===== config.mk =====
export PLATFORM = sky130hd
export DESIGN_NAME = fetch_ctrl
export DESIGN_NICKNAME = d
export VERILOG_FILES = /design/src/rtl/fetch_ctrl.sv
export SDC_FILE = /design/constraint.sdc
export NUM_CORES = 1
export LEC_CHECK = 0
export ABC_AREA = 1
export CAP_MARGIN = 20
export CORE_MARGIN = 2
export CORE_UTILIZATION = 55
export DETAILED_ROUTE_END_ITERATION = 6
export PLACE_DENSITY = 0.95
export SLEW_MARGIN = 20
export SYNTH_ARGS = -nofsm -noshare
export SYNTH_HDL_FRONTEND = slang
export SYNTH_SLANG_ARGS = --single-unit

===== constraint.sdc =====
create_clock -name clk -period 6.9 [get_ports clk]
set_input_delay 1.38 -clock clk [delete_from_list [all_inputs] [get_ports clk]]
set_output_delay 1.38 -clock clk [all_outputs]
set_load 0.1 [all_outputs]

===== src/rtl/fetch_ctrl.sv =====
// Fetch sequencer: issues one imem request at a time, tracks the outstanding
// response and buffers {pc, instruction} pairs toward decode in a small FIFO.
module fetch_ctrl #(
  parameter int                   DATA_WIDTH = 32,
  parameter int                   PC_SIZE    = 32,
  parameter logic [PC_SIZE-1:0]   RESET_PC   = '0,
  parameter int                   FIFO_DEPTH = 2
) (
  input  logic                  clk,
  input  logic                  rst,
  input  logic                  redirect_valid,
  input  logic [PC_SIZE-1:0]    redirect_pc,
  output logic                  imem_req_valid,
  input  logic                  imem_req_ready,
  output logic [PC_SIZE-1:0]    imem_req_addr,
  input  logic                  imem_rsp_valid,
  input  logic [DATA_WIDTH-1:0] imem_rsp_data,
  output logic                  inst_valid,
  input  logic                  inst_ready,
  output logic [DATA_WIDTH-1:0] inst_data,
  output logic [PC_SIZE-1:0]    inst_pc,
  output logic                  busy
);

  localparam int PTR_W = (FIFO_DEPTH > 1) ? $clog2(FIFO_DEPTH) : 1;
  localparam int CNT_W = $clog2(FIFO_DEPTH + 1);
  localparam logic [CNT_W-1:0] FULL = CNT_W'(FIFO_DEPTH);

  typedef enum logic [1:0] {
    S_REQ,
    S_WAIT,
    S_KILL
  } state_t;

  state_t                state;
  logic [PC_SIZE-1:0]    fetch_pc;
  logic [PC_SIZE-1:0]    req_pc;
  logic [PC_SIZE-1:0]    pc_mem   [FIFO_DEPTH];
  logic [DATA_WIDTH-1:0] data_mem [FIFO_DEPTH];
  logic [PTR_W-1:0]      head;
  logic [PTR_W-1:0]      tail;
  logic [CNT_W-1:0]      count;

  logic has_room;
  logic req_fire;
  logic rsp_push;
  logic pop;

  // Room is judged on the registered count only, so a same-cycle pop never
  // opens a slot for a request.
  assign has_room       = (count < FULL);
  assign imem_req_valid = (state == S_REQ) && has_room && !redirect_valid && !rst;
  assign imem_req_addr  = fetch_pc;
  assign req_fire       = imem_req_valid && imem_req_ready;

  assign rsp_push   = (state == S_WAIT) && imem_rsp_valid && !redirect_valid && !rst;
  assign inst_valid = (count != '0) && !rst;
  assign pop        = inst_valid && inst_ready && !redirect_valid;
  assign inst_data  = rst ? '0 : data_mem[head];
  assign inst_pc    = rst ? '0 : pc_mem[head];
  assign busy       = (state != S_REQ) && !rst;

  always_ff @(posedge clk) begin
    if (rst) begin
      state    <= S_REQ;
      fetch_pc <= RESET_PC;
      req_pc   <= RESET_PC;
      count    <= '0;
      head     <= '0;
      tail     <= '0;
    end else if (redirect_valid) begin
      // A redirect flushes the buffer; an in-flight fetch is either dropped
      // now (response this cycle) or remembered as KILL until it returns.
      fetch_pc <= redirect_pc;
      count    <= '0;
      head     <= '0;
      tail     <= '0;
      if (state == S_REQ) state <= S_REQ;
      else                state <= imem_rsp_valid ? S_REQ : S_KILL;
    end else begin
      case (state)
        S_REQ: begin
          if (req_fire) begin
            req_pc   <= fetch_pc;
            fetch_pc <= fetch_pc + PC_SIZE'(4);
            state    <= S_WAIT;
          end
        end
        S_WAIT:  if (imem_rsp_valid) state <= S_REQ;
        S_KILL:  if (imem_rsp_valid) state <= S_REQ;
        default: state <= S_REQ;
      endcase

      if (rsp_push) tail <= tail + PTR_W'(1);
      if (pop)      head <= head + PTR_W'(1);

      case ({rsp_push, pop})
        2'b10:   count <= count + CNT_W'(1);
        2'b01:   count <= count - CNT_W'(1);
        default: count <= count;
      endcase
    end
  end

  // NOTE: storage is deliberately left out of reset; count gates every read,
  // so stale entries are never observable and the array stays plain RAM.
  always_ff @(posedge clk) begin
    if (rsp_push) begin
      pc_mem[tail]   <= req_pc;
      data_mem[tail] <= imem_rsp_data;
    end
  end

endmodule


==> metrics <==
status=finished clean; TritonCTS clock tree=yes; Primary FF master, synth=edfxtp_1; top area cells in the synthesized netlist=edfxtp_1 (46%), dfxtp_1 (17%), nor2_1 (9.3%); IO Pins=169; layout cells sized above 1=0.123; worst-skew pair later-pin latency=430 ps; number of iterations in the first detailed-routing pass=5; final-stage net count=1107; path depth of the worst reg2reg path=12; crit start category=input pin; number of vias in the routed layout=6791; Reg area=5270 um^2; critical path data required time=5520 ps; average size of a mapped cell=9.42 um^2; routed wire length=20.2 mm; peak fanout along the critical path=65; setup total negative slack=0 ps; endpoint class of the critical path=output port; deepest level of the CTS H-tree=4; count of cells along the worst hold path=0; fillers=1023; Synth area leader=edfxtp_1; Post-synth EDFFs=128; Worst IR Drop VDD=0.190 mV; # rows=44; TritonCTS buffer count=17; CP Data Arrival Time=3620 ps; Antenna Nets Post-Route=0; remaining routing DRC violations=0; master cell of the clock root buffer=clkbuf_16; overall power consumption=2.63 mW; worst rel slew slack=0.335; Final Hold Vio Count=0; maximum clock frequency=200 MHz; Initial Utilization=0.567; type of the worst setup path=in -> out; post-route minimum period=5000 ps; number of setup violations in the final report=0; Area Growth Syn to Fin=27.1%; Global Route Usage Sum=0.251; number of instances in the synthesized netlist=882; via-per-instance ratio=5.52; average detailed-routed wire length per instance=16.4 um; PortBufs=168; most instantiated library cell after synthesis=nor2_1; global route total overflow=0; y dimension of the die=127 um; static leakage=3.97 nW; power density over the cells=249 nW/um^2; CORE AREA=14600 um^2; hold path endpoint=pc_mem[1][15]; Clock Path Buffers=2; Routability Congestion=0.939; max-cap check violation count=0; initial antenna violation count=0; number of max-slew violations in the final report=0; number of global-route vias before repair=6405; post-synth net total=956; post-synth cell types=35; setup fix buffers added after clock tree synthesis=0; total number of clock tree sinks=199; largest net degree at the start of global routing=66; clock transition time at the flip-flop clock pins of the worst setup and hold paths=70 ps; worst reg-to-reg setup slack=4270 ps; class of the worst hold path=reg -> reg; area occupied by multi-input gates=2690 um^2; transition time at the pin with the least slew margin=995 ps; RSZ-0062 raised after global routing=no; overall die area=16100 um^2; area of the mapped netlist=8310 um^2; Async S/R FF share, synth=0; Yosys Warn Count=0; die span in x=127 um; first-pass GRT wire length=31.8 mm; Inserted Diodes=0; post-cts gate resize count=0; Hold Crit Start=req_pc[15]; post-DP HPWL=13.2 mm; detailed router's first-iteration violation count=669; destination of the worst register-to-register timing path=imem_req_addr[26]; clock skew after layout=8.30 ps; hold_buf cts=0; register bit count reported by yosys=199; sequential share of the synthesized area=0.634; commonest cells in the synthesized netlist=nor2_1 (205), nand2_1 (155), edfxtp_1 (128); final worst path period share=0.724; Synth top area share=0.463; reg-to-reg startpoint=state[1]; Final Core Density=0.721
registers in the layout, indices dropped and copies added (netlist names), named ones only:
name	count
tail	1
state	2
pc_mem	64
head	1
count	2
data_mem	64
imem_req_addr	32
req_pc	32
kinds of logic (layout without fill, tap and decap cells):
group / after synthesis / count (layout) / share of synthesized area
xor+xnor: 7 / 7 / 0.00738
simple gates: 416 / 416 / 0.203
fa+ha+maj: 4 / 4 / 0.00602
flops: 199 / 199 / 0.634
buf+inv: 90 / 254 / 0.0444
compound gates: 166 / 166 / 0.105
worst max-delay path by stage:
stage / from / to / slack (ps) / depth (start not counted)
6_report: rst / inst_pc[26] / 1900 / 6
5_1_grt: rst / inst_pc[26] / 1700 / 6
4_1_cts: rst / inst_data[10] / 1890 / 6
3_5_place_dp: rst / inst_pc[19] / 1910 / 6
3_3_place_gp: rst / inst_pc[19] / 1920 / 6
2_1_floorplan: redirect_valid / imem_req_valid / 1740 / 4
metrics by stage:
stage / std cells / hold slack [ps] / area, um^2 / setup WS, ps
6_report: 1230 / 461 / 10600 / 1900
5_1_grt: 1230 / 480 / 10600 / 1700
4_1_cts: 1230 / 463 / 10600 / 1890
3_5_place_dp: 1198 / 443 / 9950 / 1910
3_3_place_gp: 1197 / 433 / 9930 / 1920
2_1_floorplan: 882 / 420 / 8310 / 1740
layer usage:
metal / routed length (um) / vias to the layer above / part of all wire / global-route usage
met1: 8590 / 3164 / 0.43 / 0.345
met3: 1580 / 41 / 0.078 / 0.0498
met4: 402 / 0 / 0.020 / 0.0873
met5: 0 / - / 0 / 0
li1: - / 3256 / - / -
met2: 9600 / 330 / 0.48 / 0.401
final cells by class:
type / count / area share
clock buffers: 21 / 0.0467
clock inverters: 11 / 0.0110
inverters: 47 / 0.0167
multi-input cells: 593 / 0.255
flip-flops and latches: 199 / 0.499
well taps: 184 / 0.0218
repair buffers: 175 / 0.151
power breakdown:
part	leakage [nW]	total, mW	internal, mW	switching [mW]
Combinational	1.92	0.320	0.0908	0.230
Clock	0.307	1.00	0.586	0.416
Sequential	1.75	1.31	1.28	0.0271
Total	3.97	2.63	1.96	0.672
cell usage in the layout (no fill, tap or decap), types with 2 or more instances in the layout:
| cell | n |
|---|---|
| nand2_2 | 2 |
| o221ai_1 | 2 |
| ha_1 | 4 |
| inv_2 | 8 |
| nor2_2 | 7 |
| xor2_1 | 4 |
| o21ai_1 | 15 |
| o211ai_1 | 3 |
| nand4_1 | 5 |
| nand3_1 | 26 |
| edfxtp_1 | 128 |
| nor2_1 | 203 |
| nand2_1 | 155 |
| bufinv_16 | 2 |
| a22oi_1 | 3 |
| a21oi_1 | 50 |
| clkbuf_16 | 19 |
| dfxtp_1 | 70 |
| xnor2_1 | 3 |
| a31oi_1 | 4 |
| nor2_4 | 5 |
| a211oi_1 | 2 |
| buf_4 | 71 |
| clkdlybuf4s50_1 | 103 |
| inv_1 | 39 |
| nand3b_1 | 2 |
| nor3_1 | 6 |
| clkinv_2 | 6 |
| o21ai_0 | 85 |
| inv_6 | 2 |
critical path: stages:
cell,delay [ps]
clkdlybuf4s50_1,400
buf_4,270
inv_2,730
o21ai_0,250
nor2_1,210
buf_4,320
Power figures use the tool's default switching activity.
